**config.mk**
```make
export PLATFORM = sky130hd
export DESIGN_NAME = pipeline_hazard_ctrl_flat
export DESIGN_NICKNAME = d
export VERILOG_FILES = /design/src/rtl/pipeline_hazard_ctrl_if.sv /design/src/rtl/pipeline_hazard_ctrl.sv /design/src/flat_wrapper.sv
export SDC_FILE = /design/constraint.sdc
export NUM_CORES = 1
export LEC_CHECK = 0
export BUFFER_PORTS_ARGS = -buffer_cell sky130_fd_sc_hd__buf_2
export CORE_AREA = 2 2 71 73
export CTS_CLUSTER_DIAMETER = 60
export DETAILED_ROUTE_END_ITERATION = 16
export DIE_AREA = 0 0 73 75
export GPL_TIMING_DRIVEN = 0
export PLACE_DENSITY = 0.8
export SLEW_MARGIN = 15
export SYNTH_ARGS = -nofsm -noshare
export SYNTH_HDL_FRONTEND = slang
export SYNTH_SLANG_ARGS = --single-unit
```
**constraint.sdc**
```tcl
create_clock -name clk -period 4.1 [get_ports clk]
set_clock_uncertainty 0.2 [all_clocks]
set_input_delay 0.615 -clock clk [delete_from_list [all_inputs] [get_ports clk]]
set_output_delay 0.615 -clock clk [all_outputs]
set_load 0.01 [all_outputs]
```
**src/rtl/pipeline_hazard_ctrl_if.sv**
```systemverilog
// Hazard-control bundle between the pipeline datapath and the stall/flush sequencer.
// The master side is the sequencer; the slave side is the datapath it steers.
interface pipeline_hazard_ctrl_if #(
    parameter int unsigned CNT_W = 32
);
    // ID/EX operand and destination information
    logic [4:0]       id_rs1_addr;
    logic [4:0]       id_rs2_addr;
    logic             id_rs1_re;
    logic             id_rs2_re;
    logic [4:0]       ex_rd_addr;
    logic             ex_reg_enable;
    logic             ex_mem_re;
    logic             ex_branch_taken;

    // Data-bus handshake seen by the MEM stage
    logic             mem_req;
    logic             mem_ready;

    logic             perf_clr;

    // Stall/flush controls for the PC and pipeline register banks
    logic             pc_stall;
    logic             if_id_stall;
    logic             if_id_flush;
    logic             id_ex_stall;
    logic             id_ex_flush;
    logic             ex_mem_stall;
    logic             mem_wb_flush;
    logic             pc_redirect;
    logic             bus_err;
    logic [CNT_W-1:0] stall_count;

    modport master (
        input  id_rs1_addr, id_rs2_addr, id_rs1_re, id_rs2_re,
        input  ex_rd_addr, ex_reg_enable, ex_mem_re, ex_branch_taken,
        input  mem_req, mem_ready, perf_clr,
        output pc_stall, if_id_stall, if_id_flush, id_ex_stall, id_ex_flush,
        output ex_mem_stall, mem_wb_flush, pc_redirect, bus_err, stall_count
    );

    modport slave (
        output id_rs1_addr, id_rs2_addr, id_rs1_re, id_rs2_re,
        output ex_rd_addr, ex_reg_enable, ex_mem_re, ex_branch_taken,
        output mem_req, mem_ready, perf_clr,
        input  pc_stall, if_id_stall, if_id_flush, id_ex_stall, id_ex_flush,
        input  ex_mem_stall, mem_wb_flush, pc_redirect, bus_err, stall_count
    );
endinterface

```
**src/rtl/pipeline_hazard_ctrl.sv**
```systemverilog
// Central stall/flush sequencer for the 5-stage RV32I pipeline.
// Handles load-use interlocks, taken-branch flushes, data-bus wait states with a
// timeout, and counts the cycles in which the PC is held.
module pipeline_hazard_ctrl #(
    parameter int unsigned TIMEOUT = 16,
    parameter int unsigned CNT_W   = 32
) (
    input  logic                   clk,
    input  logic                   reset,
    pipeline_hazard_ctrl_if.master bus
);

    typedef enum logic [1:0] {StRun, StMemWait, StBusErr} state_e;

    localparam logic [7:0] TimeoutCnt = 8'(TIMEOUT);

    state_e           state_q, state_d;
    logic [7:0]       wait_cnt_q, wait_cnt_d;
    logic [CNT_W-1:0] stall_cnt_q, stall_cnt_d;

    logic load_use;
    logic bus_hold;

    logic pc_stall;
    logic if_id_stall;
    logic if_id_flush;
    logic id_ex_stall;
    logic id_ex_flush;
    logic ex_mem_stall;
    logic mem_wb_flush;
    logic pc_redirect;
    logic bus_err;

    // Load in EX whose destination is a source of the instruction in ID.
    always_comb begin
        load_use = bus.ex_mem_re & bus.ex_reg_enable & (bus.ex_rd_addr != 5'd0) &
                   ((bus.id_rs1_re & (bus.id_rs1_addr == bus.ex_rd_addr)) |
                    (bus.id_rs2_re & (bus.id_rs2_addr == bus.ex_rd_addr)));
    end

    // Next-state logic for the bus wait-state tracker.
    always_comb begin
        state_d    = state_q;
        wait_cnt_d = wait_cnt_q;
        bus_hold   = 1'b0;
        unique case (state_q)
            StRun: begin
                bus_hold = bus.mem_req & ~bus.mem_ready;
                if (bus.mem_req && !bus.mem_ready) begin
                    state_d    = StMemWait;
                    wait_cnt_d = 8'd1;
                end
            end
            StMemWait: begin
                bus_hold = ~bus.mem_ready;
                if (bus.mem_ready) begin
                    state_d    = StRun;
                    wait_cnt_d = 8'd0;
                end else if (wait_cnt_q == TimeoutCnt) begin
                    state_d = StBusErr;
                end else begin
                    wait_cnt_d = wait_cnt_q + 8'd1;
                end
            end
            StBusErr: begin
                state_d    = StRun;
                wait_cnt_d = 8'd0;
            end
            default: begin
                state_d    = StRun;
                wait_cnt_d = 8'd0;
            end
        endcase
    end

    // Prioritised stall/flush decode; everything is forced low while reset is held.
    always_comb begin
        pc_stall     = 1'b0;
        if_id_stall  = 1'b0;
        if_id_flush  = 1'b0;
        id_ex_stall  = 1'b0;
        id_ex_flush  = 1'b0;
        ex_mem_stall = 1'b0;
        mem_wb_flush = 1'b0;
        pc_redirect  = 1'b0;
        bus_err      = 1'b0;
        if (!reset) begin
            // keep defaults
        end else if (bus_hold) begin
            // Freeze everything up to MEM; branch and load-use are re-evaluated on release.
            pc_stall     = 1'b1;
            if_id_stall  = 1'b1;
            id_ex_stall  = 1'b1;
            ex_mem_stall = 1'b1;
            mem_wb_flush = 1'b1;
        end else if (state_q == StBusErr) begin
            bus_err      = 1'b1;
            mem_wb_flush = 1'b1;
        end else if (bus.ex_branch_taken) begin
            // The ID instruction is wrong-path, so a pending load-use is irrelevant.
            pc_redirect = 1'b1;
            if_id_flush = 1'b1;
            id_ex_flush = 1'b1;
        end else if (load_use) begin
            pc_stall    = 1'b1;
            if_id_stall = 1'b1;
            id_ex_flush = 1'b1;
        end
    end

    // Saturating stall-cycle counter; clear wins over increment.
    always_comb begin
        stall_cnt_d = stall_cnt_q;
        if (bus.perf_clr) begin
            stall_cnt_d = '0;
        end else if (pc_stall && (stall_cnt_q != {CNT_W{1'b1}})) begin
            stall_cnt_d = stall_cnt_q + CNT_W'(1);
        end
    end

    // State, wait counter and performance counter registers.
    always_ff @(posedge clk or negedge reset) begin
        if (!reset) begin
            state_q     <= StRun;
            wait_cnt_q  <= 8'd0;
            stall_cnt_q <= '0;
        end else begin
            state_q     <= state_d;
            wait_cnt_q  <= wait_cnt_d;
            stall_cnt_q <= stall_cnt_d;
        end
    end

    assign bus.pc_stall     = pc_stall;
    assign bus.if_id_stall  = if_id_stall;
    assign bus.if_id_flush  = if_id_flush;
    assign bus.id_ex_stall  = id_ex_stall;
    assign bus.id_ex_flush  = id_ex_flush;
    assign bus.ex_mem_stall = ex_mem_stall;
    assign bus.mem_wb_flush = mem_wb_flush;
    assign bus.pc_redirect  = pc_redirect;
    assign bus.bus_err      = bus_err;
    assign bus.stall_count  = stall_cnt_q;

endmodule

```
**src/flat_wrapper.sv**
```systemverilog
// flat-port wrapper written by rule: the top's interface ports become plain ports
module pipeline_hazard_ctrl_flat 
#(
    parameter int unsigned TIMEOUT = 16,
    parameter int unsigned CNT_W   = 32
)
  (clk, reset, bus_id_rs1_addr, bus_id_rs2_addr, bus_id_rs1_re, bus_id_rs2_re, bus_ex_rd_addr, bus_ex_reg_enable, bus_ex_mem_re, bus_ex_branch_taken, bus_mem_req, bus_mem_ready, bus_perf_clr, bus_pc_stall, bus_if_id_stall, bus_if_id_flush, bus_id_ex_stall, bus_id_ex_flush, bus_ex_mem_stall, bus_mem_wb_flush, bus_pc_redirect, bus_bus_err, bus_stall_count);
  pipeline_hazard_ctrl_if #(.CNT_W(CNT_W)) bus_i ();
  input  logic clk;
  input  logic reset;
  input wire logic [$bits(bus_i.id_rs1_addr)-1:0] bus_id_rs1_addr;
  input wire logic [$bits(bus_i.id_rs2_addr)-1:0] bus_id_rs2_addr;
  input wire logic [$bits(bus_i.id_rs1_re)-1:0] bus_id_rs1_re;
  input wire logic [$bits(bus_i.id_rs2_re)-1:0] bus_id_rs2_re;
  input wire logic [$bits(bus_i.ex_rd_addr)-1:0] bus_ex_rd_addr;
  input wire logic [$bits(bus_i.ex_reg_enable)-1:0] bus_ex_reg_enable;
  input wire logic [$bits(bus_i.ex_mem_re)-1:0] bus_ex_mem_re;
  input wire logic [$bits(bus_i.ex_branch_taken)-1:0] bus_ex_branch_taken;
  input wire logic [$bits(bus_i.mem_req)-1:0] bus_mem_req;
  input wire logic [$bits(bus_i.mem_ready)-1:0] bus_mem_ready;
  input wire logic [$bits(bus_i.perf_clr)-1:0] bus_perf_clr;
  output wire logic [$bits(bus_i.pc_stall)-1:0] bus_pc_stall;
  output wire logic [$bits(bus_i.if_id_stall)-1:0] bus_if_id_stall;
  output wire logic [$bits(bus_i.if_id_flush)-1:0] bus_if_id_flush;
  output wire logic [$bits(bus_i.id_ex_stall)-1:0] bus_id_ex_stall;
  output wire logic [$bits(bus_i.id_ex_flush)-1:0] bus_id_ex_flush;
  output wire logic [$bits(bus_i.ex_mem_stall)-1:0] bus_ex_mem_stall;
  output wire logic [$bits(bus_i.mem_wb_flush)-1:0] bus_mem_wb_flush;
  output wire logic [$bits(bus_i.pc_redirect)-1:0] bus_pc_redirect;
  output wire logic [$bits(bus_i.bus_err)-1:0] bus_bus_err;
  output wire logic [$bits(bus_i.stall_count)-1:0] bus_stall_count;
  assign bus_i.id_rs1_addr = bus_id_rs1_addr;
  assign bus_i.id_rs2_addr = bus_id_rs2_addr;
  assign bus_i.id_rs1_re = bus_id_rs1_re;
  assign bus_i.id_rs2_re = bus_id_rs2_re;
  assign bus_i.ex_rd_addr = bus_ex_rd_addr;
  assign bus_i.ex_reg_enable = bus_ex_reg_enable;
  assign bus_i.ex_mem_re = bus_ex_mem_re;
  assign bus_i.ex_branch_taken = bus_ex_branch_taken;
  assign bus_i.mem_req = bus_mem_req;
  assign bus_i.mem_ready = bus_mem_ready;
  assign bus_i.perf_clr = bus_perf_clr;
  assign bus_pc_stall = bus_i.pc_stall;
  assign bus_if_id_stall = bus_i.if_id_stall;
  assign bus_if_id_flush = bus_i.if_id_flush;
  assign bus_id_ex_stall = bus_i.id_ex_stall;
  assign bus_id_ex_flush = bus_i.id_ex_flush;
  assign bus_ex_mem_stall = bus_i.ex_mem_stall;
  assign bus_mem_wb_flush = bus_i.mem_wb_flush;
  assign bus_pc_redirect = bus_i.pc_redirect;
  assign bus_bus_err = bus_i.bus_err;
  assign bus_stall_count = bus_i.stall_count;
  pipeline_hazard_ctrl #(.TIMEOUT(TIMEOUT), .CNT_W(CNT_W)) u_core (.clk(clk), .reset(reset), .bus(bus_i));
endmodule
```
* Yosys cells after proc, flatten, opt, wreduce, memory -nomap -nowiden
Cells that the tools add are included.
** Storage, ports and cells
- Register bits after elaboration :: 42
- Logic and storage cells :: 61
- Bits of input ports :: 25
- Output and inout bits :: 41
** Operators by class
- Equal/unequal tests :: 9
- Bitwise logic cells :: 8
- $add $sub $neg :: 2
- Mux-type cells :: 31
- Reduce and logical (&&, ||, !) cells :: 8
** Operator list (count)
- two-way mux 32 bit :: 2
- adder 32 x 1 -> 32 bit (second input constant) :: 1
- inequality test 32 bit (second input constant) :: 1
- two-way mux 8 bit :: 3
- two-way mux 1 bit :: 20
- case mux 8 bit (2 select lines) :: 1
- == test 5 bit :: 2
- adder 8 x 1 -> 8 bit (second input constant) :: 1
- == test 8 x 5 -> 1 bit (second input constant) :: 1
- AND 1 bit :: 6
- two-way mux 2 bit :: 3
- nonzero test 5 bit :: 1
- case mux 2 bit (2 select lines) :: 1
- AND reduction 2 bit :: 2
- inequality test 3 x 2 -> 1 bit (second input constant) :: 1
- inequality test 3 bit (second input constant) :: 1
- == test 2 x 1 -> 1 bit (second input constant) :: 1
- == test 2 bit (second input constant) :: 1
- logical AND 1 bit :: 2
- zero test 2 bit :: 1
- inequality test 2 x 1 -> 1 bit (second input constant) :: 1
- case mux 1 bit (2 select lines) :: 1
- nonzero test 2 bit :: 1
- zero test 1 bit :: 1
- other kinds (2) :: 2

* Longest topological paths before layout
- Word-level depth :: 12
- Mapped depth :: 9

* Least setup slack after synthesis
Ideal clock, no wire load.
- Path kind :: in2out
- Start point :: in bus_ex_rd_addr[0]
- End point :: out bus_pc_stall
- Arrival :: 1.817 ns
- Path slack :: 1.468 ns
- Cell stages on the path :: 5
- Path buffers :: 1
- Path through :: or4_1 -> o211ai_2 -> nand2b_1 -> o21ai_0 -> buf_4
** Between the ends
- Cells in the longest elaborated chain, start to end :: 9
- Elaborated cells on any way between the ends :: 13
- Classes of those cells :: eq/ne (2); mux (5); bitwise (5); reduce/logical (1)
** Ends and longest elaborated chain
- start: declaration :: RTL line flat_wrapper.sv:15 : input wire logic [$bits(bus_i.ex_rd_addr)-1:0] bus_ex_rd_addr;
- == test 5 bit (on tied branches) :: RTL line pipeline_hazard_ctrl.sv:37, pipeline_hazard_ctrl.sv:38
- AND 1 bit (on tied branches) :: RTL line pipeline_hazard_ctrl.sv:37, pipeline_hazard_ctrl.sv:38
- bitwise OR 1 bit :: RTL line pipeline_hazard_ctrl.sv:37 : ((bus.id_rs1_re & (bus.id_rs1_addr == bus.ex_rd_addr)) |
- AND 1 bit (*) :: RTL line pipeline_hazard_ctrl.sv:36 : load_use = bus.ex_mem_re & bus.ex_reg_enable & (bus.ex_rd_addr != 5'd0) &
- two-way mux 1 bit (*) (5 in series)
- end: declaration :: RTL line flat_wrapper.sv:22 : output wire logic [$bits(bus_i.pc_stall)-1:0] bus_pc_stall;
Every way passes the cells marked *; elsewhere a longest branch is shown, timed or not.

* Worst setup path in the final report
- Start point :: in reset
- End point :: out bus_id_ex_stall
** Between the ends
- Cells in the longest elaborated chain, start to end :: 1
** Ends and longest elaborated chain
- start: declaration :: RTL line flat_wrapper.sv:10 : input logic reset;
- two-way mux 1 bit :: RTL line pipeline_hazard_ctrl.sv:87 : if (!reset) begin
- end: declaration :: RTL line flat_wrapper.sv:25 : output wire logic [$bits(bus_i.id_ex_stall)-1:0] bus_id_ex_stall;
No other way between the ends.

==> summary.md <==
| Metric | Value |
|---|---|
| Status | `complete, no violations` |
| Drt first pass iters | `4` |
| Post-layout utilization of the core | `67.5%` |
| Synthesized area per cell | `9.21 um2` |
| Crit path DAT | `2.23 ns` |
| Power Dens Cells | `268 nW/um2` |
| Least-Margin Pin Slew | `0.973 ns` |
| # diodes | `0` |
| Via density | `6.00` |
| Global route overflow | `0` |
| DRT antenna net count | `0` |
| Post-CTS setup buffer count | `0` |
| Post-route insts no fill | `414` |
| Filler Cells Inserted | `390` |
| Total CTS buffers | `5` |
| HP Class | `input pin to asynchronous set/reset pin` |
| Synth-to-Final Area Change | `18.7%` |
| Top cells by count, synth | `dfrtp_1, a21oi_1, nor2_1` |
| Top-count cell post-synth | `dfrtp_1` |
| Post-synth top area cell | `dfrtp_1` |
| Fmax | `328 MHz` |
| Hold Vio Cnt, Final | `0` |
| Final GP Congestion | `0.887` |
| Clock Sinks | `42` |
| WL final | `6.25 mm` |
| Port Buf Inserts | `64` |
| DRC | `0` |
| RSZ-0062 raised after global routing | `false` |
| Root buffer cell | `clkbuf_8` |
| Die area | `5480 um2` |
| Vias after detailed routing | `2486` |
| Post-Syn Area | `2650 um2` |
| Setup violations, final | `0` |
| Flops & latches, synth | `42` |
| Relative slew slack | `35.1%` |
| Top post-synthesis cells by area | `dfrtp_1, a21oi_1, o31ai_1` |
| Synth top area share | `39.6%` |
| Required time worst endpoint | `3.28 ns` |
| Worst Path Class, Setup | `input pin to primary output` |
| CTS HTree Levels | `2` |
| Slew Limit Fails | `0` |
| First-pass GRT wire length | `10.5 mm` |
| Die span in y | `75 um` |
| FFs w/ async S/R, synth | `100%` |
| DR WL/cell | `15.1 um` |
| Share of cells above drive strength 1 | `28.3%` |
| Clock Latency Late Sink | `0.31 ns` |
| Clk slew on worst S/H paths | `0.09 ns` |
| Die X-Extent | `73 um` |
| Post-Syn Nets | `316` |
| PostCTS Resize Cnt | `0` |
| Core area | `4660 um2` |
| FP Rows | `25` |
| Initial antenna violation count | `0` |
| Post-synth EDFFs | `0` |
| Worst-case clock buffer depth | `2` |
| Total Routing Usage GR | `24.6%` |
| Placed cell areas | `3040 um2` |
| Post-Synthesis Cells | `288` |
| Max Cap Viol | `0` |
| Leak | `1.42 nW` |
| Placed instance count | `406` |
| Vias in the first global route | `2292` |
| Critical Path End Type | `primary output` |
| Number of I/O pins | `66` |
| Max rail drop VDD | `0.231 mV` |
| Post-CTS Hold Buffers | `0` |
| Initial DRC count | `215` |
| Crit path launch type | `input pin` |
| Post-synthesis sequential area ratio | `39.6%` |
| Crit path max fanout | `46` |
| Netlist cell types | `49` |
| Largest net degree at the start of global routing | `47` |
| Fin nets | `387` |
| DP HPWL | `4.58 mm` |
| Period utilization | `74.4%` |
| CTS tree | `done` |
| Top_reg_cell synth | `dfrtp_1` |
| Hold Slack | `0.258 ns` |
| Period minus WS final | `3.05 ns` |
| TNS Setup | `0 ns` |
| Final instance area | `3150 um2` |
| Effective utilization at floorplan | `56.9%` |
| Yosys warnings | `0` |
worst max-delay path, stage by stage:
cell and delay, ns:
buf_2 0.72, o211ai_1 0.35, inv_1 0.26, buf_4 0.14, buf_2 0.12
through the flow:
stage                     setup slack (ns)  total power, W
final                                 1.05        0.000845
after global routing                 0.775        0.000877
after CTS                            0.996        0.000852
after detailed placement             0.766        0.000525
after global placement               0.789        0.000523
after floorplan                       1.47        0.000485
path summary, 6_finish.rpt:
| path | depth (start not counted) | slack, ns | start | endpoint |
|---|---|---|---|---|
| min | 1 | 0.26 | reset | u_core.bus.stall_count[19] |
| max | 5 | 1.05 | reset | bus_id_ex_stall |
| min in group clk | 1 | 0.33 | u_core.wait_cnt_q[4] | u_core.wait_cnt_q[4] |
| max in group asynchronous | 1 | 2.83 | reset | u_core.state_q[0] |
| max reg2reg | 9 | 1.30 | u_core.bus.stall_count[0] | u_core.bus.stall_count[1] |
| min reg2reg | 1 | 0.33 | u_core.wait_cnt_q[4] | u_core.wait_cnt_q[4] |
routing by layer:
layer	track usage (%)	wire, um
met1	31.2	2620
met2	42.3	3220
met3	4.02	326
met4	9.26	93
met5	0	0
registers in the layout (all words and copies together) (netlist names):
register	count
u_core.state_q	2
u_core.bus.stall_count	32
u_core.wait_cnt_q	8
cells by family (layout without fill, tap and decap cells):
| logic type | Yosys count | in the layout | share of synthesized area (%) |
|---|---|---|---|
| xor gates and xnor gates | 15 | 15 | 4.95 |
| DFF | 42 | 42 | 39.6 |
| adders and majority gates | 3 | 3 | 1.42 |
| and+or+nand+nor | 122 | 122 | 27.9 |
| muxes | 4 | 4 | 2.08 |
| buffers and inverters | 26 | 98 | 6.23 |
| AOI/OAI and AO/OA | 76 | 76 | 17.7 |
area by class of cell:
class | instances | area, um2 | share of cell area (%)
buffer | 15 | 124 | 3.93
clock buffer | 5 | 68.8 | 2.19
clock inverter | 3 | 40.0 | 1.27
inverter | 11 | 41.3 | 1.31
multi-input combinational | 220 | 1440 | 45.6
sequential | 42 | 1050 | 33.4
tap | 54 | 67.6 | 2.15
timing repair buffer | 64 | 320 | 10.2
power breakdown:
group / total (W) / internal (W) / switching, W
logic: 0.0000918 / 0.0000372 / 0.0000546
registers: 0.000424 / 0.000418 / 0.00000582
clock network: 0.000329 / 0.000179 / 0.000149
total: 0.000845 / 0.000635 / 0.000210
cell usage in the layout, fill, tap and decap left out, drive strengths merged, types with 2 or more instances in the layout:
| cell | netlist | routed |
|---|---|---|
| nand3 | 16 | 16 |
| mux2 | 3 | 3 |
| clkbuf | 6 | 11 |
| nor2 | 22 | 22 |
| ha | 3 | 3 |
| o211ai | 3 | 3 |
| nand2 | 21 | 21 |
| clkinv | 0 | 2 |
| a21oi | 28 | 28 |
| xor2 | 4 | 4 |
| inv | 11 | 11 |
| xnor2 | 11 | 11 |
| and3 | 6 | 6 |
| o21ai | 25 | 25 |
| or4 | 13 | 13 |
| nor4 | 4 | 4 |
| o31ai | 14 | 14 |
| or3 | 15 | 15 |
| nand2b | 4 | 4 |
| o2111ai | 2 | 2 |
| dfrtp | 42 | 42 |
| and4 | 3 | 3 |
| nand4 | 9 | 9 |
| buf | 9 | 73 |
| nor2b | 2 | 2 |
| nor3 | 2 | 2 |
No activity file was read; power rests on OpenSTA's default activity.
